==> src/rtl/ultrasonic_echo_emu_pkg.sv <==
// Shared types and constants for the ultrasonic echo emulator, echo counter and
// trigger generator.
package ultrasonic_pkg;

  typedef enum logic [2:0] {
    StIdle,
    StTrigHi,
    StBurst,
    StEcho,
    StHoldoff
  } state_e;

  // Echo width register and echo counter width; holds TIMEOUT_CYC plus jitter.
  localparam int unsigned EchoW = 21;
  typedef logic [EchoW-1:0] echo_cnt_t;

  localparam int unsigned DistW = 9;

  localparam int unsigned DefCycPerCm   = 1566;
  localparam int unsigned DefTimeoutCyc = 1026000;
  localparam int unsigned DefBurstCyc   = 5400;

  localparam logic [15:0] LfsrSeed = 16'hACE1;

  // Fibonacci LFSR, taps 16,14,13,11, shifting towards bit 0.
  function automatic logic [15:0] lfsr_step(logic [15:0] l);
    return {l[0] ^ l[2] ^ l[3] ^ l[5], l[15:1]};
  endfunction

endpackage

==> src/rtl/ultrasonic_echo_emu_if.sv <==
// Trigger/echo signal bundle between the initiator (master) and the emulated
// sensor (slave).
interface ultrasonic_echo_emu_if;

  logic                             trig;
  logic [ultrasonic_pkg::DistW-1:0] dist_cm;
  logic                             echo;
  logic                             busy;
  logic                             trig_err;

  modport slave (
    input  trig,
    input  dist_cm,
    output echo,
    output busy,
    output trig_err
  );

  modport master (
    output trig,
    output dist_cm,
    input  echo,
    input  busy,
    input  trig_err
  );

endinterface

==> src/rtl/ultrasonic_echo_emu_trig_sync.sv <==
// Trigger synchronizer: 2-FF synchronizer, edge register and registered
// single-cycle rise/fall strobes. Input edge to strobe is 3 clk cycles.
module trig_sync (
  input  logic clk,
  input  logic rst_n,
  input  logic trig,
  output logic level,
  output logic rise,
  output logic fall
);

  logic sync1_q, sync2_q, prev_q, rise_q, fall_q;

  // Synchronize trig, keep one cycle of history and register the edge strobes.
  always_ff @(posedge clk or negedge rst_n) begin
    if (!rst_n) begin
      sync1_q <= 1'b0;
      sync2_q <= 1'b0;
      prev_q  <= 1'b0;
      rise_q  <= 1'b0;
      fall_q  <= 1'b0;
    end else begin
      sync1_q <= trig;
      sync2_q <= sync1_q;
      prev_q  <= sync2_q;
      rise_q  <= sync2_q & ~prev_q;
      fall_q  <= ~sync2_q & prev_q;
    end
  end

  // prev_q is aligned with the strobes: high from the rise strobe cycle up to
  // the cycle before the fall strobe.
  assign level = prev_q;
  assign rise  = rise_q;
  assign fall  = fall_q;

endmodule

==> src/rtl/ultrasonic_echo_emu.sv <==
// Ultrasonic sensor responder emulator: validates the trigger width, waits the
// burst delay, then drives an echo pulse whose width encodes dist_cm.
// Optional feature: define ECHO_JITTER_EN to add 0..255 cycles of LFSR jitter
// to each echo width.
module ultrasonic_echo_emu
  import ultrasonic_pkg::*;
#(
  parameter int unsigned CLK_HZ       = 27000000,
  parameter int unsigned TRIG_MIN_CYC = 270,
  parameter int unsigned BURST_CYC    = DefBurstCyc,
  parameter int unsigned CYC_PER_CM   = DefCycPerCm,
  parameter int unsigned MAX_CM       = 400,
  parameter int unsigned TIMEOUT_CYC  = DefTimeoutCyc,
  parameter int unsigned HOLDOFF_CYC  = 27000
) (
  input logic                  clk,
  input logic                  rst_n,
  ultrasonic_echo_emu_if.slave bus
);

  if (CLK_HZ == 0 || TRIG_MIN_CYC == 0) begin : g_param_check
    $error("CLK_HZ and TRIG_MIN_CYC must be nonzero");
  end

  localparam int unsigned TcntW = $clog2(TRIG_MIN_CYC + 1);
  typedef logic [TcntW-1:0] tcnt_t;
  localparam tcnt_t TrigMin = tcnt_t'(TRIG_MIN_CYC);

  state_e    state_q, state_d;
  tcnt_t     tcnt_q, tcnt_d;
  echo_cnt_t cnt_q, cnt_d;
  echo_cnt_t width_q, width_d;
  echo_cnt_t width_base, width_new;
  logic      echo_q, busy_q, err_q, err_d;
  logic      trig_lvl, trig_rise, trig_fall;

  trig_sync u_trig_sync (
    .clk   (clk),
    .rst_n (rst_n),
    .trig  (bus.trig),
    .level (trig_lvl),
    .rise  (trig_rise),
    .fall  (trig_fall)
  );

  // Echo width from the live distance; only latched on trigger acceptance.
  always_comb begin
    width_base = echo_cnt_t'(TIMEOUT_CYC);
    if (bus.dist_cm != '0 && 32'(bus.dist_cm) <= MAX_CM) begin
      width_base = echo_cnt_t'(bus.dist_cm) * echo_cnt_t'(CYC_PER_CM);
    end
  end

`ifdef ECHO_JITTER_EN
  logic [15:0] lfsr_q, lfsr_next;

  assign lfsr_next = lfsr_step(lfsr_q);
  // The jitter is the LFSR value after this acceptance's advance.
  assign width_new = width_base + echo_cnt_t'(lfsr_next[7:0]);

  // Advance the LFSR once per accepted trigger.
  always_ff @(posedge clk or negedge rst_n) begin
    if (!rst_n) begin
      lfsr_q <= LfsrSeed;
    end else if (state_q == StTrigHi && state_d == StBurst) begin
      lfsr_q <= lfsr_next;
    end
  end
`else
  assign width_new = width_base;
`endif

  // Next-state logic. cnt is a shared down-counter reloaded on every phase
  // change; a phase ends in the cycle its count reaches 1.
  always_comb begin
    state_d = state_q;
    tcnt_d  = tcnt_q;
    cnt_d   = cnt_q;
    width_d = width_q;
    err_d   = 1'b0;
    unique case (state_q)
      StIdle: begin
        if (trig_rise) begin
          state_d = StTrigHi;
          tcnt_d  = '0;
        end
      end
      StTrigHi: begin
        if (trig_fall) begin
          tcnt_d = '0;
          if (tcnt_q >= TrigMin) begin
            state_d = StBurst;
            width_d = width_new;
            // Fall strobe cycle counts as the first burst delay cycle.
            cnt_d   = echo_cnt_t'(BURST_CYC - 1);
          end else begin
            state_d = StIdle;
            err_d   = 1'b1;
          end
        end else if (trig_lvl && tcnt_q < TrigMin) begin
          tcnt_d = tcnt_q + tcnt_t'(1);
        end
      end
      StBurst: begin
        if (cnt_q <= echo_cnt_t'(1)) begin
          state_d = StEcho;
          cnt_d   = width_q;
        end else begin
          cnt_d = cnt_q - echo_cnt_t'(1);
        end
      end
      StEcho: begin
        if (cnt_q <= echo_cnt_t'(1)) begin
          state_d = StHoldoff;
          cnt_d   = echo_cnt_t'(HOLDOFF_CYC);
        end else begin
          cnt_d = cnt_q - echo_cnt_t'(1);
        end
      end
      StHoldoff: begin
        if (cnt_q <= echo_cnt_t'(1)) begin
          state_d = StIdle;
          cnt_d   = '0;
        end else begin
          cnt_d = cnt_q - echo_cnt_t'(1);
        end
      end
      default: begin
        state_d = StIdle;
        cnt_d   = '0;
        tcnt_d  = '0;
      end
    endcase
  end

  // State, counters and registered outputs decoded from the next state.
  always_ff @(posedge clk or negedge rst_n) begin
    if (!rst_n) begin
      state_q <= StIdle;
      tcnt_q  <= '0;
      cnt_q   <= '0;
      width_q <= '0;
      echo_q  <= 1'b0;
      busy_q  <= 1'b0;
      err_q   <= 1'b0;
    end else begin
      state_q <= state_d;
      tcnt_q  <= tcnt_d;
      cnt_q   <= cnt_d;
      width_q <= width_d;
      echo_q  <= (state_d == StEcho);
      busy_q  <= (state_d != StIdle);
      err_q   <= err_d;
    end
  end

  assign bus.echo     = echo_q;
  assign bus.busy     = busy_q;
  assign bus.trig_err = err_q;

endmodule

==> src/flat_wrapper.sv <==
// flat-port wrapper written by rule: the top's interface ports become plain ports
module ultrasonic_echo_emu_flat import ultrasonic_pkg::*;
#(
  parameter int unsigned CLK_HZ       = 27000000,
  parameter int unsigned TRIG_MIN_CYC = 270,
  parameter int unsigned BURST_CYC    = DefBurstCyc,
  parameter int unsigned CYC_PER_CM   = DefCycPerCm,
  parameter int unsigned MAX_CM       = 400,
  parameter int unsigned TIMEOUT_CYC  = DefTimeoutCyc,
  parameter int unsigned HOLDOFF_CYC  = 27000
)
  (clk, rst_n, bus_trig, bus_dist_cm, bus_echo, bus_busy, bus_trig_err);
  ultrasonic_echo_emu_if bus_i ();
  input logic clk;
  input logic rst_n;
  input wire logic [$bits(bus_i.trig)-1:0] bus_trig;
  input wire logic [$bits(bus_i.dist_cm)-1:0] bus_dist_cm;
  output wire logic [$bits(bus_i.echo)-1:0] bus_echo;
  output wire logic [$bits(bus_i.busy)-1:0] bus_busy;
  output wire logic [$bits(bus_i.trig_err)-1:0] bus_trig_err;
  assign bus_i.trig = bus_trig;
  assign bus_i.dist_cm = bus_dist_cm;
  assign bus_echo = bus_i.echo;
  assign bus_busy = bus_i.busy;
  assign bus_trig_err = bus_i.trig_err;
  ultrasonic_echo_emu #(.CLK_HZ(CLK_HZ), .TRIG_MIN_CYC(TRIG_MIN_CYC), .BURST_CYC(BURST_CYC), .CYC_PER_CM(CYC_PER_CM), .MAX_CM(MAX_CM), .TIMEOUT_CYC(TIMEOUT_CYC), .HOLDOFF_CYC(HOLDOFF_CYC)) u_core (.clk(clk), .rst_n(rst_n), .bus(bus_i));
endmodule
==> config.mk <==
export PLATFORM = sky130hd
export DESIGN_NAME = ultrasonic_echo_emu_flat
export DESIGN_NICKNAME = d
export VERILOG_FILES = /design/src/rtl/ultrasonic_echo_emu_pkg.sv /design/src/rtl/ultrasonic_echo_emu_if.sv /design/src/rtl/ultrasonic_echo_emu_trig_sync.sv /design/src/rtl/ultrasonic_echo_emu.sv /design/src/flat_wrapper.sv
export SDC_FILE = /design/constraint.sdc
export NUM_CORES = 1
export LEC_CHECK = 0
export CELL_PAD_IN_SITES_DETAIL_PLACEMENT = 2
export CELL_PAD_IN_SITES_GLOBAL_PLACEMENT = 2
export CORE_UTILIZATION = 30
export CTS_CLUSTER_SIZE = 40
export DETAILED_ROUTE_END_ITERATION = 10
export PLACE_DENSITY = 0.69
export SYNTH_ARGS = -nofsm -noshare
export SYNTH_HDL_FRONTEND = slang
export SYNTH_SLANG_ARGS = --single-unit
==> constraint.sdc <==
create_clock -name clk -period 2.2 [get_ports clk]
set_input_delay 0.22 -clock clk [delete_from_list [all_inputs] [get_ports clk]]
set_output_delay 0.22 -clock clk [all_outputs]
set_load 0.05 [all_outputs]
==> flow_metrics.py <==
metrics = {
    "status": {
        "status": "complete, but fails checks",
        "failed_checks": "setup timing",
    },
    "logic_synthesis": {
        "syn_nets": 622,
        "syn_area_per_cell_um2": 9.17,
        "synth_top_area_share_pct": 31.0,
        "ys.flop_type": "dfrtp_1",
        "synth_warnings": 0,
        "synth-edff-count": 0,
        "synthDistinctLibCells": 63,
        "synth_area_leaders": "dfrtp_1 31%, ha_1 16%, fa_1 7.4%, inv_1 4.3%, o21ai_0 3.7%",
        "ys_seq_area_share_pct": 31.0,
        "yosysMostFrequentCell": "ha_1",
        "async_flop_share_pct": 100,
        "synth_commonest_cells": "63 x ha_1, 60 x dfrtp_1, 56 x inv_1",
        "syn_inst": 529,
        "ys_seq_elements": 60,
        "synth_area_um2": 4850,
        "yosysTopAreaCell": "dfrtp_1",
    },
    "place": {
        "gp_congestion": 0.860,
        "dpl.cell_count": 860,
        "placed_area_um2": 6230,
        "place_ws_ns": -2.05,
        "dp_hpwl_um": 13000,
        "port_buffers": 14,
    },
    "grt": {
        "track_usage_pct": 22.7,
        "grt_max_degree": 40,
        "grt-ovfl-total": 0,
        "grt_first_pass_wirelength_um": 28800,
        "grt_pass1_vias": 5430,
        "antenna_found_initial": 0,
    },
    "floorplanning": {
        "core_um2": 15800,
        "die_w_um": 129,
        "dieArea_um2": 16700,
        "start_util_pct": 30.6,
        "pin_count": 15,
        "die_h_um": 129,
        "rows": 46,
    },
    "critical_path": {
        "reg2reg_to": "u_core.cnt_q[1]",
        "r2r_cells": 9,
        "start_kind": "input pin",
        "required_ns": 2.42,
        "crit_path_end": "u_core.width_q[19]",
        "cp_max_fo": 3,
        "critPathKind": "input pin to register",
        "reg2reg_from": "u_core.cnt_q[17]",
        "max_stage_delay_ns": 0.59,
        "end_kind": "register",
        "cp_cell_sequence": "buf_8 -> fa_1 -> inv_2 -> fa_2 -> fa_1 -> inv_2 -> fa_2 -> ha_4 -> a21o_1 -> a22o_1 -> nor4_2 -> o31ai_1 -> xnor2_1 -> a21oi_1",
        "crit_slowest_cell": "fa_1",
        "startpoint": "bus_dist_cm[7]",
        "arrival_ns": 3.77,
        "r2r_slack_ns": -0.11,
    },
    "power": {
        "power_frac_seq_pct": 22.3,
        "power_density_nw_per_um2": 819,
        "p_switching_mw": 2.32,
        "p_total_mw": 5.97,
        "leakage_nw": 3.47,
        "p_clk_share_pct": 24.0,
        "p_comb_share_pct": 53.7,
        "intPower_mw": 3.65,
        "irDropWorstVdd_v": 0.000382,
        "netSwitchingFraction_pct": 38.8,
    },
    "worst_hold_path": {
        "hold_path_class": "input pin to register",
    },
    "finish": {
        "nets": 769,
        "syn2layout_area_growth_pct": 50.4,
        "final-instance-count-excl-fill": 897,
        "fin_area_um2": 7290,
        "final_core_util_pct": 46.1,
        "diodes": 0,
        "drive_above_1_share_pct": 40.5,
    },
    "clocking": {
        "clockBufferDepth": 2,
        "clock_sinks": 60,
        "cts-root-buf": "clkbuf_16",
        "clkTransAtPathRegs_ns": 0.06,
        "cts_tree": "done",
        "clock_latency_ns": 0.34,
        "cts_made_buffers": 9,
        "h-tree-depth": 3,
    },
    "run": {
        "maxCapViolCount": 0,
    },
    "sta": {
        "post-route-worst-setup-slack_ns": -1.35,
        "max_freq_ghz": 0.282,
        "timing.final.crit_share_pct": 161,
        "tns_ns": -14.92,
        "setup_viol": 29,
        "hold_viol": 0,
        "skew_ns": 0.00999,
        "slew_viol_final": 0,
        "worstMarginPinSlew_ns": 0.573,
        "period_minus_slack_ns": 3.55,
        "fin_hold_ws_ns": 0.319,
        "rsz0062_at_grt": "yes",
        "max_slew_margin_pct": 61.4,
    },
    "drt": {
        "drt-initial-drc-count": 155,
        "ant_nets": 0,
        "vias": 4703,
        "wl_per_cell_um": 20.8,
        "wirelength_um": 18700,
        "route.detailed.drc": 0,
        "viasPerCell": 5.24,
        "first_pass_iters": 4,
    },
}
-- power groups by stage --
| stage | logic, mW | clock network (mW) | registers (mW) |
|---|---|---|---|
| floorplan | 1.38 | 0 | 1.34 |
| global placement | 2.18 | 0 | 1.33 |
| detailed placement | 2.35 | 0 | 1.34 |
| CTS | 2.75 | 1.47 | 1.33 |
| global route | 3.44 | 1.51 | 1.35 |
| finish | 3.21 | 1.43 | 1.33 |
-- layout by cell type, fill, tap and decap left out, types with 4 or more instances in the layout --
master | netlist | final
buf_4 | 0 | 118
dfrtp_1 | 60 | 59
ha_1 | 63 | 49
inv_1 | 56 | 42
nor2_1 | 39 | 36
nand2_1 | 40 | 33
buf_6 | 2 | 23
a21oi_1 | 26 | 17
o21ai_0 | 36 | 16
nand3_1 | 18 | 14
a21o_1 | 14 | 14
fa_1 | 18 | 14
inv_2 | 0 | 12
ha_4 | 0 | 12
o21ai_1 | 2 | 10
o21ai_2 | 0 | 10
o211ai_1 | 9 | 9
a22o_1 | 9 | 9
xnor2_1 | 13 | 9
clkbuf_16 | 0 | 9
o31ai_1 | 7 | 7
a21oi_2 | 0 | 6
nor2b_1 | 6 | 6
nor4_1 | 10 | 6
a31oi_1 | 9 | 6
nand4_1 | 5 | 5
xor2_1 | 7 | 5
nand2_2 | 0 | 5
nor3_1 | 8 | 4
nor3b_1 | 4 | 4
nor3_4 | 1 | 4
nand3_2 | 0 | 4
fa_2 | 0 | 4
clkdlybuf4s50_1 | 0 | 4
-- timing repair --
item | 4_1_cts | 5_1_grt
gates cloned | 1 | 0
buffers inserted | 14 | 10
setup endpoints to repair | 37 | 48
gates resized for setup | 104 | 86
hold buffers | 1 | 0
pin swaps | 46 | 74
hold endpoints to repair | 21 | 0
-- worst max-delay path: cells and delay by family --
kind / cells / cell delay, ns
adders and majority gates: 5 / 2.24
AOI/OAI and AO/OA: 4 / 0.65
and+or+nand+nor: 1 / 0.28
buffers and inverters: 3 / 0.20
xor gates and xnor gates: 1 / 0.17
-- registers in the layout, summed over array words and instances, names as in the netlist --
name and count:
u_core.bus.busy 1, u_core.u_trig_sync.fall 1, u_core.bus.echo 1, u_core.width_q 19
u_core.u_trig_sync.sync1_q 1, u_core.tcnt_q 9, u_core.u_trig_sync.level 1, u_core.u_trig_sync.rise 1
u_core.state_q 3, u_core.bus.trig_err 1, u_core.u_trig_sync.sync2_q 1, u_core.cnt_q 21
-- layer usage --
layer,part of all wire (%),global-route usage [%],vias to the layer above
met5,0,0,-
li1,-,-,2176
met2,53,41.8,74
met4,2.8,8.44,0
met3,2.4,3.55,38
met1,41,26.2,2415
-- cells by family (layout without fill, tap and decap cells) --
kind of cell | Yosys count | count (layout) | share of synthesized area, %
AO/OA/AOI/OAI | 138 | 138 | 18.8
XOR/XNOR | 20 | 20 | 3.61
adder cells (fa/ha/maj) | 81 | 81 | 23.7
buffers and inverters | 75 | 227 | 6.22
flip-flops | 60 | 60 | 31.0
multiplexers | 1 | 1 | 0.206
AND/OR/NAND/NOR | 154 | 154 | 16.6
-- worst min-delay path by stage --
stage                  start                         end  slack [ns]  cells past startpoint
global placement       rst_n             u_core.bus.echo        0.24                      1
global route        bus_trig  u_core.u_trig_sync.sync1_q        0.32                      1
CTS                 bus_trig  u_core.u_trig_sync.sync1_q        0.31                      1
finish              bus_trig  u_core.u_trig_sync.sync1_q        0.32                      1
detailed placement     rst_n             u_core.bus.busy        0.24                      1
floorplan              rst_n             u_core.bus.busy       -0.08                      0
-- final cells by class --
type                    count  area [µm²]
clock buffers               9         225
clock inverters             7        75.1
fillers                  1653        8540
inverters                  56         216
multi-input cells         394        3680
flip-flops and latches     60        1500
well taps                 216         270
repair buffers            155        1320
Power figures use the tool's default switching activity.
